$ cat config.mk
export PLATFORM = sky130hd
export DESIGN_NAME = cd_limit_ctrl
export DESIGN_NICKNAME = d
export VERILOG_FILES = /design/src/rtl/cd_ctrl_pkg.sv /design/src/rtl/cd_rr_arbiter.sv /design/src/rtl/cd_limit_ctrl.sv
export SDC_FILE = /design/constraint.sdc
export NUM_CORES = 1
export LEC_CHECK = 0
export ABC_AREA = 1
export BUFFER_PORTS_ARGS = -buffer_cell sky130_fd_sc_hd__buf_2
export CORE_AREA = 2 2 107 109
export CTS_CLUSTER_SIZE = 28
export DETAILED_ROUTE_END_ITERATION = 7
export DIE_AREA = 0 0 109 111
export GPL_TIMING_DRIVEN = 0
export PLACE_DENSITY = 0.8
export RECOVER_POWER = 25
export SYNTH_ARGS = -nofsm -noshare
export SYNTH_HDL_FRONTEND = slang
export SYNTH_HIERARCHICAL = 1
export SYNTH_SLANG_ARGS = --single-unit
$ cat constraint.sdc
create_clock -name clk -period 3.55 [get_ports clk]
set_input_delay 0.71 -clock clk [delete_from_list [all_inputs] [get_ports clk]]
set_output_delay 0.71 -clock clk [all_outputs]
set_load 0.05 [all_outputs]
$ cat src/rtl/cd_ctrl_pkg.sv
// ---------------------------------------------------------------------------
// cd_ctrl_pkg
// Shared types and constants for the clock-divider limit controller.
//   cd_state_e        : controller FSM states
//   SETTLE_CNT_W      : width of the divided-clock period counter
//   TIMEOUT_CNT_W     : width of the optional waiting-state cycle counter
//   DEFAULT_LIMIT_DEF : default divide limit applied out of reset
// ---------------------------------------------------------------------------
package cd_ctrl_pkg;

    typedef enum logic [1:0] {
        ST_IDLE      = 2'd0,
        ST_WAIT_EDGE = 2'd1,
        ST_SETTLE    = 2'd2,
        ST_ACK       = 2'd3
    } cd_state_e;

    localparam int SETTLE_CNT_W      = 4;
    localparam int TIMEOUT_CNT_W     = 21;
    localparam int DEFAULT_LIMIT_DEF = 2;

endpackage

$ cat src/rtl/cd_rr_arbiter.sv
// ---------------------------------------------------------------------------
// cd_rr_arbiter
// Round-robin arbiter. Priority starts at the index after the last winner
// (index 0 after reset). Masked requesters are not eligible.
// Ports:
//   clk, rst_n  : clock, asynchronous active-low reset
//   req_i       : request vector
//   mask_i      : requesters excluded from this arbitration
//   advance_i   : move the priority pointer past the current winner
//   grant_o     : one-hot winner (combinational)
//   valid_o     : at least one eligible requester
// ---------------------------------------------------------------------------
module cd_rr_arbiter #(
    parameter int NREQ = 4
) (
    input  logic            clk,
    input  logic            rst_n,
    input  logic [NREQ-1:0] req_i,
    input  logic [NREQ-1:0] mask_i,
    input  logic            advance_i,
    output logic [NREQ-1:0] grant_o,
    output logic            valid_o
);

    localparam int PW = (NREQ > 1) ? $clog2(NREQ) : 1;

    logic [PW-1:0]   ptr_q;
    logic [PW-1:0]   ptr_d;
    logic [PW-1:0]   win_idx;
    logic [NREQ-1:0] elig;

    assign elig = req_i & ~mask_i;

    // Scan from the pointer upward with wrap; first eligible index wins.
    always_comb begin
        logic          found;
        logic [PW-1:0] cand;
        found   = 1'b0;
        cand    = '0;
        grant_o = '0;
        win_idx = '0;
        for (int off = 0; off < NREQ; off++) begin
            cand = PW'((int'(ptr_q) + off) % NREQ);
            if (!found && elig[cand]) begin
                found         = 1'b1;
                grant_o[cand] = 1'b1;
                win_idx       = cand;
            end
        end
        valid_o = found;
    end

    assign ptr_d = (win_idx == PW'(NREQ - 1)) ? '0 : win_idx + 1'b1;

    always_ff @(posedge clk or negedge rst_n) begin
        if (!rst_n) begin
            ptr_q <= '0;
        end else if (advance_i && valid_o) begin
            ptr_q <= ptr_d;
        end
    end

endmodule

$ cat src/rtl/cd_limit_ctrl.sv
// ---------------------------------------------------------------------------
// cd_limit_ctrl
// Owns the `limit` input of the clock-divider counter and shares it between
// NREQ requesters (level req/ack handshake, round-robin arbitration). A new
// limit is applied only on a rising edge of the divided clock, when the
// counter is at 0, and the request is acknowledged after SETTLE_PERIODS
// full periods at the new ratio.
// Ports:
//   clk, rst_n : system clock, asynchronous active-low reset
//   req        : per-requester request level, held until ack
//   req_limit  : requested limits, slice i belongs to requester i
//   ack        : one-cycle acknowledge to the serviced requester
//   err        : with ack, 1 = rejected (zero limit) or aborted
//   grant      : one-hot, acceptance through the ack cycle
//   busy       : controller not idle
//   cd_clkout  : divided clock fed back from the counter
//   limit_out  : divide limit driving the counter
// Optional feature: define CD_LIMIT_CTRL_TIMEOUT_EN to bound each waiting
// state to TIMEOUT_CYCLES clk cycles (ack with err=1 on expiry).
// ---------------------------------------------------------------------------
module cd_limit_ctrl
    import cd_ctrl_pkg::*;
#(
    parameter int NREQ           = 4,
    parameter int WIDTH          = 32,
    parameter int DEFAULT_LIMIT  = DEFAULT_LIMIT_DEF,
    parameter int SETTLE_PERIODS = 2,
    parameter int TIMEOUT_CYCLES = 2 ** 20
) (
    input  logic                  clk,
    input  logic                  rst_n,
    input  logic [NREQ-1:0]       req,
    input  logic [NREQ*WIDTH-1:0] req_limit,
    output logic [NREQ-1:0]       ack,
    output logic                  err,
    output logic [NREQ-1:0]       grant,
    output logic                  busy,
    input  logic                  cd_clkout,
    output logic [WIDTH-1:0]      limit_out
);

    if (NREQ < 2 || NREQ > 8 || DEFAULT_LIMIT == 0 || SETTLE_PERIODS < 1 ||
        SETTLE_PERIODS > 15 || TIMEOUT_CYCLES < 1 ||
        TIMEOUT_CYCLES > (2 ** TIMEOUT_CNT_W)) begin : g_bad_params
        $error("cd_limit_ctrl: parameter out of range");
    end

    localparam logic [SETTLE_CNT_W-1:0] SETTLE_LAST = SETTLE_CNT_W'(SETTLE_PERIODS - 1);

    cd_state_e               state_q;
    logic [NREQ-1:0]         grant_q;
    logic [NREQ-1:0]         ack_q;
    logic                    err_q;
    logic [NREQ-1:0]         mask_q;
    logic [WIDTH-1:0]        pending_q;
    logic [WIDTH-1:0]        limit_q;
    logic [SETTLE_CNT_W-1:0] settle_cnt_q;
    logic                    clkout_q;

    logic [NREQ-1:0]  arb_grant;
    logic             arb_valid;
    logic [WIDTH-1:0] win_limit;
    logic [WIDTH-1:0] limit_arr [NREQ];
    logic             rise;
    logic             win_req;

`ifdef CD_LIMIT_CTRL_TIMEOUT_EN
    localparam logic [TIMEOUT_CNT_W-1:0] TO_LAST = TIMEOUT_CNT_W'(TIMEOUT_CYCLES - 1);
    logic [TIMEOUT_CNT_W-1:0] to_cnt_q;
    logic [WIDTH-1:0]         prev_limit_q;
    logic                     to_expired;
    assign to_expired = (to_cnt_q == TO_LAST);
`endif

    for (genvar gi = 0; gi < NREQ; gi++) begin : g_unpack
        assign limit_arr[gi] = req_limit[gi*WIDTH +: WIDTH];
    end

    cd_rr_arbiter #(
        .NREQ (NREQ)
    ) u_arb (
        .clk       (clk),
        .rst_n     (rst_n),
        .req_i     (req),
        .mask_i    (mask_q),
        .advance_i (state_q == ST_IDLE),
        .grant_o   (arb_grant),
        .valid_o   (arb_valid)
    );

    always_comb begin
        win_limit = '0;
        for (int i = 0; i < NREQ; i++) begin
            if (arb_grant[i]) begin
                win_limit = win_limit | limit_arr[i];
            end
        end
    end

    assign rise    = cd_clkout & ~clkout_q;
    assign win_req = |(req & grant_q);

    always_ff @(posedge clk or negedge rst_n) begin
        if (!rst_n) begin
            state_q      <= ST_IDLE;
            grant_q      <= '0;
            ack_q        <= '0;
            err_q        <= 1'b0;
            mask_q       <= '0;
            pending_q    <= '0;
            limit_q      <= WIDTH'(DEFAULT_LIMIT);
            settle_cnt_q <= '0;
            clkout_q     <= 1'b0;
`ifdef CD_LIMIT_CTRL_TIMEOUT_EN
            to_cnt_q     <= '0;
            prev_limit_q <= WIDTH'(DEFAULT_LIMIT);
`endif
        end else begin
            clkout_q <= cd_clkout;
            ack_q    <= '0;
            err_q    <= 1'b0;
            // Mask lives for exactly the first IDLE cycle after ACK.
            mask_q   <= '0;
`ifdef CD_LIMIT_CTRL_TIMEOUT_EN
            to_cnt_q <= to_cnt_q + 1'b1;
`endif
            case (state_q)
                ST_IDLE: begin
                    if (arb_valid) begin
                        grant_q   <= arb_grant;
                        pending_q <= win_limit;
                        if (win_limit == '0) begin
                            ack_q   <= arb_grant;
                            err_q   <= 1'b1;
                            state_q <= ST_ACK;
                        end else if (win_limit == limit_q) begin
                            // Nothing to change; do not disturb the divider.
                            ack_q   <= arb_grant;
                            state_q <= ST_ACK;
                        end else begin
                            state_q <= ST_WAIT_EDGE;
`ifdef CD_LIMIT_CTRL_TIMEOUT_EN
                            to_cnt_q <= '0;
`endif
                        end
                    end
                end
                ST_WAIT_EDGE: begin
                    // The rise has priority over a dropped request: the
                    // counter is at 0 now, so the change is clean.
                    if (rise) begin
                        limit_q      <= pending_q;
                        settle_cnt_q <= '0;
                        state_q      <= ST_SETTLE;
`ifdef CD_LIMIT_CTRL_TIMEOUT_EN
                        prev_limit_q <= limit_q;
                        to_cnt_q     <= '0;
`endif
                    end else if (!win_req) begin
                        ack_q   <= grant_q;
                        err_q   <= 1'b1;
                        state_q <= ST_ACK;
                    end
`ifdef CD_LIMIT_CTRL_TIMEOUT_EN
                    else if (to_expired) begin
                        ack_q   <= grant_q;
                        err_q   <= 1'b1;
                        state_q <= ST_ACK;
                    end
`endif
                end
                ST_SETTLE: begin
                    if (rise) begin
                        if (settle_cnt_q == SETTLE_LAST) begin
                            ack_q   <= grant_q;
                            state_q <= ST_ACK;
                        end else begin
                            settle_cnt_q <= settle_cnt_q + 1'b1;
                        end
                    end
`ifdef CD_LIMIT_CTRL_TIMEOUT_EN
                    else if (to_expired) begin
                        limit_q <= prev_limit_q;
                        ack_q   <= grant_q;
                        err_q   <= 1'b1;
                        state_q <= ST_ACK;
                    end
`endif
                end
                ST_ACK: begin
                    grant_q <= '0;
                    mask_q  <= grant_q;
                    state_q <= ST_IDLE;
                end
                default: state_q <= ST_IDLE;
            endcase
        end
    end

    assign ack       = ack_q;
    assign err       = err_q;
    assign grant     = grant_q;
    assign busy      = (state_q != ST_IDLE);
    assign limit_out = limit_q;

endmodule

==> flow_summary.ini <==
[synthesis]
synth.lib_cells_used.distinct = 31
mappedNetlistNets = 938
postSynthCellCount = 789
dominantRegCellSynth = sky130_fd_sc_hd__dfrtp_1
synth_seq_cells = 86
syn_avg_cell_area_um2 = 7.06
synth-seq-area-share_pct = 38.7
post_synthesis_cell_area_um2 = 5570
async_flop_share_pct = 100
synth_enable_flop_cells = 0
yosys_warnings = 6

[routing]
drt-pass1-iter-count = 5
antenna_left = 0
via_per_inst = 5.16
detail_route.drc_violations = 0
routed-via-count = 5852
routed_wirelength_mm = 16.9
post_drt_wl_per_cell_um = 14.9
dr.first_iter.drc_count = 396

[flow_run]
cap_violations = 1

[power]
clock_power_share_pct = 10.9
pleak_nw = 3.89
sw_frac_of_total_pct = 55.7
combPwrFrac_pct = 69.2
worst_ir_drop_vdd_mv = 0.617
cell_pwr_density_nw_per_um2 = 1220
total_switching_power_mw = 4.79
intPower_mw = 3.81
p_seq_share_pct = 19.9

[critical_path]
cp.required_ns = 3.82
worst_path_most_repeated_cell = sky130_fd_sc_hd__nand2_1
setup.worst_path.start = u_arb/ptr_q[1]
worst_path_largest_cell_delay_ns = 0.48
crit_arrival_ns = 3.60
crit_path_end_kind = register
setup.worst_path.start_class = register
critical-path-slowest-cell = sky130_fd_sc_hd__dfrtp_2
cp_max_fo = 10
worst_r2r_startpoint = u_arb/ptr_q[1]
setup.worst_path.class = reg -> reg

[timing]
rsz0062_at_grt = no
timing.final.max_slew_violations = 67
final.setup_skew_ns = 0.0115
worst-slew-pin-transition_ns = 1.66
maxSlewHeadroom_pct = -10.7
finalWorstPathRequiredPeriod_ns = 3.33
finalSetupViolCount = 0
fmax_mhz = 300
final.period_utilization_pct = 93.8
hold_viol = 0

[min_path]
hold_path_class = reg -> reg
min-delay-start = pending_q[9]

[finish]
syn2layout_area_growth_pct = 26.4
postLayoutCellArea_um2 = 7040
insertedDiodeCount = 0
nFillCells = 987
postLayoutCoreUtil_pct = 63.5
final_nets = 1135
drive_above_1_share_pct = 28.6

[grt]
grt_pass1_vias = 5560
grt_antenna_before_repair = 0
grt_max_degree = 67
grtUsageTotal_pct = 28.2
grt_overflow_total = 0
grt_first_pass_wirelength_mm = 26.7

[clock_network]
cts_inserted_buffers = 9
clk_path_buf_depth = 2
worst_skew_pair.late_latency_ns = 0.35
cts_htree_levels = 3
clock_pin_slew_of_the_registers_on_the_worst_case_setup_and_hold_paths_ns = 0.07
cts_root_buf = sky130_fd_sc_hd__clkbuf_16
tritoncts = done
cts.sinks = 86

[place]
gpl.final_weighted_congestion = 0.917
dpl_cell_area_um2 = 6660
portBuffers = 176
detailed_place_hpwl_mm = 12.4

[die]
num_io_pins = 177
core_region_area_um2 = 11100
floorplan.die.width_um = 109
start_util_pct = 50.3
die-area_um2 = 12100
rows = 39
die_height_um = 111

[status]
outcome = finished with violations
violations = max-capacitance violations, max-slew violations
-- cells in the mapped netlist, types with 3 or more instances --
| library cell | instances | area share, % |
|---|---|---|
| sky130_fd_sc_hd__dfrtp_1 | 85 | 38 |
| sky130_fd_sc_hd__nor3_1 | 11 | 0.99 |
| sky130_fd_sc_hd__nand2_1 | 315 | 21 |
| sky130_fd_sc_hd__nand2_2 | 7 | 0.79 |
| sky130_fd_sc_hd__buf_6 | 16 | 3.2 |
| sky130_fd_sc_hd__a21oi_1 | 35 | 3.1 |
| sky130_fd_sc_hd__nor2_1 | 75 | 5.1 |
| sky130_fd_sc_hd__mux2_2 | 9 | 1.8 |
| sky130_fd_sc_hd__o21ai_0 | 54 | 4.9 |
| sky130_fd_sc_hd__nor2_4 | 3 | 0.61 |
| sky130_fd_sc_hd__nand3_2 | 9 | 1.6 |
| sky130_fd_sc_hd__xor2_1 | 11 | 1.7 |
| sky130_fd_sc_hd__clkbuf_1 | 13 | 0.88 |
| sky130_fd_sc_hd__ha_1 | 14 | 3.1 |
| sky130_fd_sc_hd__nand3_1 | 24 | 2.2 |
| sky130_fd_sc_hd__inv_1 | 55 | 3.7 |
| sky130_fd_sc_hd__nor2_2 | 23 | 2.6 |
| sky130_fd_sc_hd__nand4_1 | 10 | 1.1 |
-- sequential cells by signal (all words and copies together), names as in the netlist --
| name | cells |
|---|---|
| ack | 4 |
| limit_out | 32 |
| grant | 4 |
| pending_q | 32 |
| err | 1 |
| mask_q | 4 |
| u_arb/ptr_q | 2 |
| clkout_q | 1 |
| settle_cnt_q | 4 |
| state_q | 2 |
-- timing repair --
| item | CTS | global route |
|---|---|---|
| resized for setup | 4 | 10 |
| endpoints found under the setup margin | 5 | 5 |
| setup buffers | 0 | 9 |
| pin swaps | 0 | 1 |
| hold buffers | 0 | 0 |
-- worst max-delay path, delay by kind of cell (launching register included) --
family,cells,cell delay [ns]
and+or+nand+nor,16,1.60
adders and majority gates,1,0.22
DFF,1,0.48
buffers and inverters,5,0.58
AOI/OAI and AO/OA,3,0.37
-- metrics by stage --
stage / setup WS [ns] / hold slack (ns) / power (mW) / TNS [ns] / std cells
global placement: -0.108 / 0.465 / 7.31 / -0.325 / 1108
global route: 0.0498 / 0.508 / 9.28 / 0 / 1134
detailed placement: -0.140 / 0.475 / 7.41 / -0.368 / 1109
floorplan: 0.610 / 0.414 / 5.92 / 0 / 789
finish: 0.220 / 0.486 / 8.60 / 0 / 1134
CTS: 0.0175 / 0.259 / 8.40 / 0 / 1125
-- layout by cell type (no fill, tap or decap), types with 3 or more instances in the layout --
master / n
sky130_fd_sc_hd__nand2_1: 315
sky130_fd_sc_hd__buf_2: 174
sky130_fd_sc_hd__dfrtp_1: 83
sky130_fd_sc_hd__nor2_1: 75
sky130_fd_sc_hd__inv_1: 54
sky130_fd_sc_hd__o21ai_0: 54
sky130_fd_sc_hd__a21oi_1: 33
sky130_fd_sc_hd__nand3_1: 24
sky130_fd_sc_hd__nor2_2: 20
sky130_fd_sc_hd__buf_6: 16
sky130_fd_sc_hd__clkbuf_1: 15
sky130_fd_sc_hd__ha_1: 13
sky130_fd_sc_hd__nor3_1: 11
sky130_fd_sc_hd__xor2_1: 11
sky130_fd_sc_hd__nand4_1: 10
sky130_fd_sc_hd__mux2_2: 9
sky130_fd_sc_hd__clkbuf_16: 9
sky130_fd_sc_hd__buf_4: 9
sky130_fd_sc_hd__nand3_2: 9
sky130_fd_sc_hd__nand2_2: 7
sky130_fd_sc_hd__nor2_4: 6
sky130_fd_sc_hd__a21oi_2: 3
sky130_fd_sc_hd__clkinv_4: 3
-- power groups by stage --
stage	Sequential [mW]	Clock (mW)	Combinational, mW
floorplan	2.33	0	3.59
global placement	1.70	0	5.61
detailed placement	1.71	0	5.69
CTS	1.71	0.939	5.76
global route	1.76	0.982	6.53
finish	1.71	0.940	5.96
-- layer usage --
layer  vias up  wire [µm]  GRT usage (%)
li1       2888          -              -
met3        41       1290           3.59
met5         -          0              0
met1      2662       6900           36.3
met4         0        518           9.32
met2       261       8160           48.5
-- worst paths after layout --
path / to / slack [ns] / depth (start not counted)
min: pending_q[9] / 0.49 / 2
min in group asynchronous: limit_out[5] / 0.54 / 1
max: ack[3] / 0.22 / 25
max in group asynchronous: u_arb/ptr_q[1] / 0.70 / 2
max reg2reg: ack[3] / 0.22 / 25
min reg2reg: pending_q[9] / 0.49 / 2
-- area by class of cell --
type                    instances  area, µm²  area share [%]
inverters                      59        231            3.29
clock inverters                 6       53.8           0.765
plain buffers                  29        229            3.25
well taps                     143        179            2.54
multi-input cells             615       3000            42.6
flip-flops and latches         86       2160            30.6
repair buffers                186        951            13.5
clock buffers                  10        239            3.40
-- logic make-up after synthesis --
family                   after synthesis  share of synthesized area (%)
XOR/XNOR                              11                           1.73
adder cells (fa/ha/maj)               14                           3.15
flip-flops                            86                           38.7
multiplexers                           9                           1.82
AND/OR/NAND/NOR                      480                           36.9
buffers and inverters                 88                           8.13
AO/OA/AOI/OAI                        101                           9.64
No activity file was read; power rests on OpenSTA's default activity.
